`config.mk`:
```
export PLATFORM = sky130hd
export DESIGN_NAME = msf_frame_decoder
export DESIGN_NICKNAME = d
export VERILOG_FILES = /design/src/rtl/msf_pkg.sv /design/src/rtl/msf_frame_check.sv /design/src/rtl/msf_frame_decoder.sv
export SDC_FILE = /design/constraint.sdc
export NUM_CORES = 1
export LEC_CHECK = 0
export ABC_AREA = 0
export CAP_MARGIN = 10
export CORE_ASPECT_RATIO = 0.5
export CORE_MARGIN = 10
export CORE_UTILIZATION = 50
export CTS_BUF_LIST = sky130_fd_sc_hd__clkbuf_4 sky130_fd_sc_hd__clkbuf_8
export CTS_CLUSTER_DIAMETER = 40
export DETAILED_ROUTE_END_ITERATION = 8
export HOLD_SLACK_MARGIN = 0.12
export MAX_ROUTING_LAYER = met4
export PLACE_DENSITY = 0.72
export SYNTH_ARGS = -nofsm -noshare
export SYNTH_HDL_FRONTEND = slang
export SYNTH_HIERARCHICAL = 1
export SYNTH_SLANG_ARGS = --single-unit
```
`constraint.sdc`:
```
create_clock -name clk_i -period 5.2 [get_ports clk_i]
set_input_delay 1.3 -clock clk_i [delete_from_list [all_inputs] [get_ports clk_i]]
set_output_delay 1.3 -clock clk_i [all_outputs]
set_load 0.03 [all_outputs]
```
`src/rtl/msf_pkg.sv`:
```
// msf_pkg: second indices, frame constants and the decoded-time record for the MSF decoder
package msf_pkg;
  localparam logic [5:0] SEC_YEAR    = 6'd17;
  localparam logic [5:0] SEC_MONTH   = 6'd25;
  localparam logic [5:0] SEC_DAY     = 6'd30;
  localparam logic [5:0] SEC_DOW     = 6'd36;
  localparam logic [5:0] SEC_HOUR    = 6'd39;
  localparam logic [5:0] SEC_MINUTE  = 6'd45;
  localparam logic [5:0] SEC_MARKER  = 6'd52;
  localparam logic [5:0] SEC_A_FIRST = 6'd17;
  localparam logic [5:0] SEC_B_FIRST = 6'd54;
  localparam logic [5:0] SEC_B_LAST  = 6'd57;
  localparam logic [7:0] MARKER_PATTERN = 8'b01111110;
  localparam logic [5:0] SECOND_UNSYNC  = 6'd63;
  localparam logic [5:0] SECOND_LAST    = 6'd59;
  // Field order matches transmission order, so A17..A51 maps straight onto this record
  typedef struct packed {
    logic [7:0] year;
    logic [4:0] month;
    logic [5:0] day;
    logic [2:0] dow;
    logic [5:0] hour;
    logic [6:0] minute;
  } msf_time_t;
  function automatic logic bcd_ok(input logic [7:0] v, input logic [7:0] max);
    return v[3:0] <= 4'd9 && v[7:4] <= 4'd9 && v <= max;
  endfunction
endpackage

```
`src/rtl/msf_frame_check.sv`:
```
// msf_frame_check: combinational marker, odd-parity and BCD range check of a stored MSF frame
module msf_frame_check
  import msf_pkg::*;
(
  input  logic [SEC_A_FIRST:SECOND_LAST] i_a,
  input  logic [SEC_B_FIRST:SEC_B_LAST]  i_b,
  output logic                           o_pass
);
  msf_time_t w_t;
  logic w_mark, w_par, w_rng;
  assign w_t    = i_a[SEC_YEAR +: $bits(msf_time_t)];
  assign w_mark = i_a[SEC_MARKER +: 8] == MARKER_PATTERN;
  assign w_par  = (^{w_t.year, i_b[54]}) & (^{w_t.month, w_t.day, i_b[55]}) &
                  (^{w_t.dow, i_b[56]}) & (^{w_t.hour, w_t.minute, i_b[57]});
  assign w_rng  = bcd_ok(w_t.year, 8'h99) &&
                  bcd_ok({3'b0, w_t.month}, 8'h12) && w_t.month != 5'h0 &&
                  bcd_ok({2'b0, w_t.day}, 8'h31) && w_t.day != 6'h0 &&
                  w_t.dow <= 3'd6 &&
                  bcd_ok({2'b0, w_t.hour}, 8'h23) &&
                  bcd_ok({1'b0, w_t.minute}, 8'h59);
  assign o_pass = w_mark & w_par & w_rng;
endmodule

```
`src/rtl/msf_frame_decoder.sv`:
```
// msf_frame_decoder: tracks the MSF second index, stores A/B bits and latches checked time frames
module msf_frame_decoder
  import msf_pkg::*;
(
  input  logic       clk_i,
  input  logic       rst_ni,
  input  logic       bits_valid_i,
  input  logic       bits_is_second_00_i,
  input  logic [1:0] bits_data_i,
  output logic [5:0] second_o,
  output logic       time_valid_o,
  output logic       frame_err_o,
  output logic [7:0] year_o,
  output logic [4:0] month_o,
  output logic [5:0] day_o,
  output logic [2:0] dow_o,
  output logic [5:0] hour_o,
  output logic [6:0] minute_o
);
  logic [5:0] r_sec;
  logic [SEC_A_FIRST:SECOND_LAST] r_a;
  logic [SEC_B_FIRST:SEC_B_LAST] r_b;
  msf_time_t r_time;
  logic r_tv, r_fe;
  logic w_mark, w_data, w_pass;
  logic [5:0] w_next;
  assign w_mark = bits_valid_i & bits_is_second_00_i;
  assign w_data = bits_valid_i & ~bits_is_second_00_i;
  // Stepping past 59 means a long minute: drop sync rather than visit 60-62
  assign w_next = (r_sec == SECOND_UNSYNC || r_sec == SECOND_LAST) ? SECOND_UNSYNC : r_sec + 6'd1;
  msf_frame_check u_check (.i_a(r_a), .i_b(r_b), .o_pass(w_pass));
  always_ff @(posedge clk_i or negedge rst_ni) begin
    if (!rst_ni) begin
      r_sec  <= SECOND_UNSYNC;
      r_a    <= '0;
      r_b    <= '0;
      r_time <= '0;
      r_tv   <= 1'b0;
      r_fe   <= 1'b0;
    end else begin
      r_tv <= 1'b0;
      r_fe <= 1'b0;
      if (w_mark) begin
        r_sec <= 6'd0;
        if (r_sec == SECOND_LAST) begin
          if (w_pass) r_time <= r_a[SEC_YEAR +: $bits(msf_time_t)];
          r_tv <= w_pass;
          r_fe <= ~w_pass;
        end else r_fe <= r_sec != SECOND_UNSYNC;
      end else if (w_data) begin
        r_sec <= w_next;
        if (w_next >= SEC_A_FIRST && w_next <= SECOND_LAST) r_a[w_next] <= bits_data_i[0];
        if (w_next >= SEC_B_FIRST && w_next <= SEC_B_LAST) r_b[w_next] <= bits_data_i[1];
      end
    end
  end
  assign second_o     = r_sec;
  assign time_valid_o = r_tv;
  assign frame_err_o  = r_fe;
  assign year_o       = r_time.year;
  assign month_o      = r_time.month;
  assign day_o        = r_time.day;
  assign dow_o        = r_time.dow;
  assign hour_o       = r_time.hour;
  assign minute_o     = r_time.minute;
endmodule

```
==> reports/qor.csv, run 1 <==
metric;value;unit
Top FF cell, synth;dfrtp_1;
Ys Warns;6;
Placement Setup Slack;1420;ps
commonest non-fill, non-tap cells in the layout;dfrtp_1 (84), mux2_2 (80), clkdlybuf4s50_1 (46);
worst path required time;5440;ps
core area;8920;sq um
CTS clock-pin slew for the worst setup and hold paths;80;ps
PD cells;241;nW/um^2
switching power;0.000338;W
Avg WL per Cell;19.3;um
Yosys cell types;54;
crit path capture type;register;
Max VDD drop;128;uV
syn avg cell area;12.0;sq um
EDFF count, synth;0;
RR Endpoint;minute_o[1]$_DFFE_PN0P_;
pin count of the biggest net entering global routing;56;
Worst-Margin Slew;1150;ps
IO Count;49;
Arr. time, crit path;3830;ps
final setup vio count;0;
# Post-CTS Setup Buffers;0;
layout cells sized above 1;27.1;%
length of the first detailed-routing pass in iterations;5;
post-detail-place hpwl;7740;um
Slew HR;23.3;%
Crit Path Max Fanout;36;
Netlist Area Pre-Place;4680;sq um
clock insertion delay at the later pin of the skew report;350;ps
Core Rows;24;
diode count;0;
Reg2Reg Setup Slack;1610;ps
hold path start;r_a[59]$_DFFE_PN0P_;
Initial DRC Count;323;
Pint;0.000957;W
Root Driver;clkbuf_8;
final hold violations;0;
Comb power frac;10.3;%
cts-stage hold buffer count;0;
Routed Wire Length;10700;um
Startpoint Class;register;
Sink Count;90;
layout overhead on the synthesized area;15.1;%
CTS max path bufs;2;
Final Cycle Share;69.1;%
Hold Path Sink;r_a[59]$_DFFE_PN0P_;
post-route setup slack;1610;ps
register bit count reported by yosys;90;
Reg2Reg Depth;10;
RR Startpoint;r_a[26]$_DFFE_PN0P_;
ys async rst share;100;%
post-DR vias/cell;5.67;
Tmin final;3590;ps
Sw Ratio;26.1;%
PortBufs;48;
Seq/Total Area, Yosys;48.3;%
Min-Delay Path Depth;1;
Die Y;88.4;um
Total Neg Setup Slack;0;ps
initial antenna violation count;0;
fmax;278;MHz
H-tree levels;3;
die area;13900;sq um
clock power share;33.8;%
max cap viols;0;
drt drc;0;
status;finished, final reports clean;
Max Slew Vio Count;0;
Post-Syn Instances;389;
Sequential Power Share;55.9;%
GRT Overall Usage;16.5;%
number of global-route vias before repair;3225;
Vias;3135;
Die Width;157;um
syn_nets;414;
final design area excluding fillers;5380;sq um
commonest non-fill, non-tap cell in the layout;dfrtp_1;
first-pass GRT wire length;17500;um
Setup CP Type;register to register;
Min-Delay Path Class;register to register;
Leakage;2.40;nW
TritonCTS clock tree;yes;
Final nets;457;
Final Util;60.3;%
cts repair resizes;0;
Routability Congestion;0.928;
grt ovf;0;
placed cell area;5210;sq um
clk_skew;7.22;ps
unrepaired setup endpoints after global routing;no;
initial cell density of the core;52.4;%
Inserted Clock Buffers;9;
post-route antenna net violation count;0;
-- routing by layer --
layer  up-vias  global-route usage [%]  wire length, um
met5         -                       -                0
met4         0                    4.94              148
met3        11                    3.68              657
met2       103                    25.2             4830
met1      1565                    21.6             5020
li1       1456                       -                -
-- synthesized netlist by cell type (all sizes together), types with 4 or more instances --
cell    instances  area share [%]
a21oi           9            0.96
buf            13             2.0
clkbuf          4            0.32
dfrtp          84              45
dfstp           6             3.4
ha             19             5.1
inv            16             1.3
mux2           84              20
nand2          12            0.96
nand3           9             1.4
nand4           4            0.53
nor2           23             1.9
nor2b           5            0.67
nor3           30             3.2
o21ai          10             1.3
xnor2          21             3.9
-- power groups by stage --
| stage | Sequential [W] | Combinational [W] | Clock, W |
|---|---|---|---|
| final | 0.000724 | 0.000134 | 0.000438 |
| after global routing | 0.000726 | 0.000144 | 0.000480 |
| after CTS | 0.000724 | 0.000133 | 0.000451 |
| after detailed placement | 0.000738 | 0.000133 | 0 |
| after global placement | 0.000737 | 0.000129 | 0 |
| after floorplan | 0.000738 | 0.0000765 | 0 |
-- state kept, by name (all words and copies together), names as in the netlist --
signal and count:
second_o 6, dow_o 3, day_o 6, r_a 43, time_valid_o 1, year_o 8, r_b 4, month_o 5
minute_o 7, hour_o 6, frame_err_o 1
-- worst max-delay path: stages, from the launching register on --
cell and delay [ps]:
dfrtp_1 440, inv_1 80, ha_1 300, xnor2_1 210
xnor3_1 350, xnor2_1 170, o211ai_1 120, nor4_2 330
nand4b_1 210, nor2_4 800, mux2_2 420
-- kinds of logic after synthesis --
group	after synthesis	synth area share, %
simple gates	100	11.5
flops	90	48.3
xor+xnor	25	5.27
fa+ha+maj	19	5.08
buf+inv	33	3.56
compound gates	37	5.67
mux	85	20.6
-- worst max path at each step --
stage                              from                      end  slack, ps  cells after the start
detailed placement         bits_valid_i      r_a[56]$_DFFE_PN0P_       1420                      6
finish              r_a[26]$_DFFE_PN0P_  minute_o[1]$_DFFE_PN0P_       1610                     10
global route        r_a[26]$_DFFE_PN0P_   month_o[4]$_DFFE_PN0P_       1310                     10
global placement           bits_valid_i      r_a[56]$_DFFE_PN0P_       1570                      6
CTS                 r_a[26]$_DFFE_PN0P_   month_o[4]$_DFFE_PN0P_       1580                     10
floorplan           r_a[26]$_DFFE_PN0P_     day_o[0]$_DFFE_PN0P_       2420                     11
-- cell type report --
cell class,count,area (sq um)
Clock inverter,2,12.5
Inverter,16,60.1
Sequential cell,90,2260
Tap cell,117,146
Multi-Input combinational cell,266,2260
Timing Repair Buffer,49,480
Clock buffer,13,166
Fill cell,731,3540
-- metrics by stage --
| step | hold slack [ps] | total power, W | std cells |
|---|---|---|---|
| after global routing | 522 | 0.00135 | 553 |
| final | 503 | 0.00130 | 553 |
| after global placement | 482 | 0.000865 | 538 |
| after floorplan | 471 | 0.000815 | 389 |
| after detailed placement | 488 | 0.000871 | 538 |
| after CTS | 506 | 0.00131 | 553 |
Power figures use the tool's default switching activity.
==> run 2, diff against run 1 <==
--- a/config.mk
+++ b/config.mk
@@ -15,7 +15,7 @@
 export DETAILED_ROUTE_END_ITERATION = 8
 export HOLD_SLACK_MARGIN = 0.12
 export MAX_ROUTING_LAYER = met4
-export PLACE_DENSITY = 0.72
+export PLACE_DENSITY = 0.75
 export SYNTH_ARGS = -nofsm -noshare
 export SYNTH_HDL_FRONTEND = slang
 export SYNTH_HIERARCHICAL = 1
==> constraint.sdc (replaced) <==
create_clock -name clk_i -period 2.9 [get_ports clk_i]
set_input_delay 0.725 -clock clk_i [delete_from_list [all_inputs] [get_ports clk_i]]
set_output_delay 0.725 -clock clk_i [all_outputs]
set_load 0.03 [all_outputs]
==> run 2 against run 1 <==
  * The flow now finishes with violations (setup timing)
  * Clock-buffer cell count fell by 1
  * Routed wire length up 5.6%
  * Clock skew increased by 3.1 ps
  * Largest power group unchanged
==> reports/qor.csv, run 2 (synthesized netlist as in run 1, its figures left out) <==
metric;value;unit;change
fmax;343;MHz;+23%
post-detail-place hpwl;7490;um;-3.3%
unrepaired setup endpoints after global routing;yes;;
Placement Setup Slack;-138;ps;-1560 ps
Die Width;157;um;unchanged
clk_skew;10.3;ps;+3.09 ps
status;complete, but fails checks;;
Root Driver;clkbuf_8;;
layout cells sized above 1;35.2;%;+8.1 points
Arr. time, crit path;3180;ps;-650 ps
cells along the critical path;xor2_1 -> xnor3_1 -> xnor2_2 -> o211ai_1 -> nor4_4 -> nand4b_1 -> nor2_4 -> buf_4 -> clkbuf_16 -> mux2_2;;
drt drc;0;;unchanged
Worst-Margin Slew;706;ps;-444 ps
Reg2Reg Depth;10;;unchanged
final design area excluding fillers;5850;sq um;+8.7%
initial cell density of the core;52.4;%;unchanged
Initial DRC Count;273;;-15%
final hold violations;0;;unchanged
Top delay family on crit path;XOR/XNOR gates;;
PD cells;410;nW/um^2;+70%
Max Slew Vio Count;0;;unchanged
CP bufs+invs;2;;+1
Setup CP Type;register to register;;
first-pass GRT wire length;17500;um;about the same
RR Startpoint;r_a[31]$_DFFE_PN0P_;;
CTS clock-pin slew for the worst setup and hold paths;90;ps;about the same
grt ovf;0;;unchanged
post-DR vias/cell;5.63;;-0.78%
post-route setup slack;-14.8;ps;-1620 ps
Reg2Reg Setup Slack;-10;ps;-1620 ps
worst path required time;3160;ps;-2280 ps
clock insertion delay at the later pin of the skew report;370;ps;+20 ps
die area;13900;sq um;unchanged
H-tree levels;3;;unchanged
crit path capture type;register;;
cts-stage hold buffer count;0;;unchanged
Leakage;2.66;nW;+11%
Final Cycle Share;101;%;+31 points
initial antenna violation count;0;;unchanged
failing checks;setup timing;;
IO Count;49;;unchanged
GRT Overall Usage;16.6;%;+0.090 points
Core Rows;24;;unchanged
Crit-path slowest cell;xnor3_1;;
Total Neg Setup Slack;-43.7;ps;-43.7 ps
pin count of the biggest net entering global routing;48;;-14%
TritonCTS clock tree;yes;;
layout overhead on the synthesized area;25.1;%;
commonest non-fill, non-tap cell in the layout;dfrtp_1;;
Inserted Clock Buffers;9;;unchanged
Max VDD drop;211;uV;+64%
final setup vio count;4;;+4
Slew HR;52.9;%;+30 points
Hold Slack;339;ps;-164 ps
Sink Count;90;;unchanged
Largest register FFs;43;;unchanged
Vias;3330;;+6.2%
diode count;0;;unchanged
Tmin final;2910;ps;-676 ps
Die Y;88.4;um;unchanged
length of the first detailed-routing pass in iterations;4;;-1
core area;8920;sq um;unchanged
max incr delay on CP;470;ps;-330 ps
max cap viols;0;;unchanged
RR Endpoint;day_o[5]$_DFFE_PN0P_;;
Crit Path Max Fanout;9;;-75%
post-route antenna net violation count;0;;unchanged
Startpoint Class;register;;
Tot Pwr;0.00240;W;+85%
Largest Register;r_a;;
Min-Delay Path Class;primary input to asynchronous set/reset pin;;
Routability Congestion;0.843;;-9.2%
Routed Wire Length;11200;um;+5.6%
number of global-route vias before repair;3352;;+3.9%
CTS max path bufs;2;;unchanged
PortBufs;48;;unchanged
Avg WL per Cell;19.0;um;-1.4%
commonest non-fill, non-tap cells in the layout;dfrtp_1 (84), mux2_2 (76), clkdlybuf4s50_1 (47);;
placed cell area;5420;sq um;+4.1%
Final nets;495;;+8.3%
==> run 2: cell types whose count changed in the layout (fill, tap and decap cells not counted), sizes merged <==
| cell | change |
|---|---|
| clkdlybuf4s50 | +1 |
| clkbuf | +1 |
| buf | +35 |
| inv | +2 |
==> run 2: metrics by stage <==
stage / util (%) / cells
4_1_cts: 63.3 / 580
5_1_grt: 65.6 / 592
6_report: 65.6 / 592
3_3_place_gp: 60.8 / 563
3_5_place_dp: 60.8 / 563
2_1_floorplan: - / 389
==> run 2: area by class of cell <==
type,instances,area [sq um]
Clock inverter,4,33.8
Tap cell,117,146
Clock buffer,12,159
Sequential cell,90,2260
Multi-Input combinational cell,266,2360
Fill cell,668,3070
Inverter,16,60.1
Timing Repair Buffer,87,831
==> run 2: worst max-delay path by stage <==
stage / cells after the start / endpoint / slack [ps] / from
finish: 10 / day_o[5]$_DFFE_PN0P_ / -10 / r_a[31]$_DFFE_PN0P_
global route: 12 / day_o[5]$_DFFE_PN0P_ / -150 / r_a[40]$_DFFE_PN0P_
CTS: 11 / dow_o[0]$_DFFE_PN0P_ / -60 / r_a[26]$_DFFE_PN0P_
detailed placement: 11 / minute_o[3]$_DFFE_PN0P_ / -140 / r_a[26]$_DFFE_PN0P_
global placement: 11 / year_o[5]$_DFFE_PN0P_ / -150 / r_a[28]$_DFFE_PN0P_
floorplan: 11 / day_o[0]$_DFFE_PN0P_ / 120 / r_a[26]$_DFFE_PN0P_
==> run 2: worst register-to-register path: stages (launching register included) <==
cell and delay [ps]:
dfrtp_1 440, xor2_1 220, xnor3_1 470, xnor2_2 230, o211ai_1 210, nor4_4 250, nand4b_1 200, nor2_4 140
buf_4 160, clkbuf_16 170, mux2_2 330
==> run 2: repair_timing <==
item | in CTS | in global routing
gates cloned | 0 | 2
gates resized for setup | 5 | 11
endpoints found under the hold margin | 0 | 0
setup endpoints to repair | 35 | 36
setup buffers | 1 | 10
pin swaps | 5 | 10
==> run 2: layer usage <==
| metal | share of wire, % | global-route usage, % | routed length [um] | vias up |
|---|---|---|---|---|
| met2 | 43 | 24.3 | 4870 | 102 |
| met4 | 1.9 | 5.87 | 210 | 0 |
| met1 | 48 | 21.6 | 5380 | 1653 |
| met3 | 7.0 | 4.75 | 791 | 21 |
| li1 | - | - | - | 1554 |
| met5 | 0 | - | 0 | - |
==> run 2: power by group <==
part	internal [W]	total, W	switching, W
Clock	0.000376	0.000841	0.000465
Combinational	0.0000861	0.000261	0.000175
Sequential	0.00127	0.00130	0.0000246
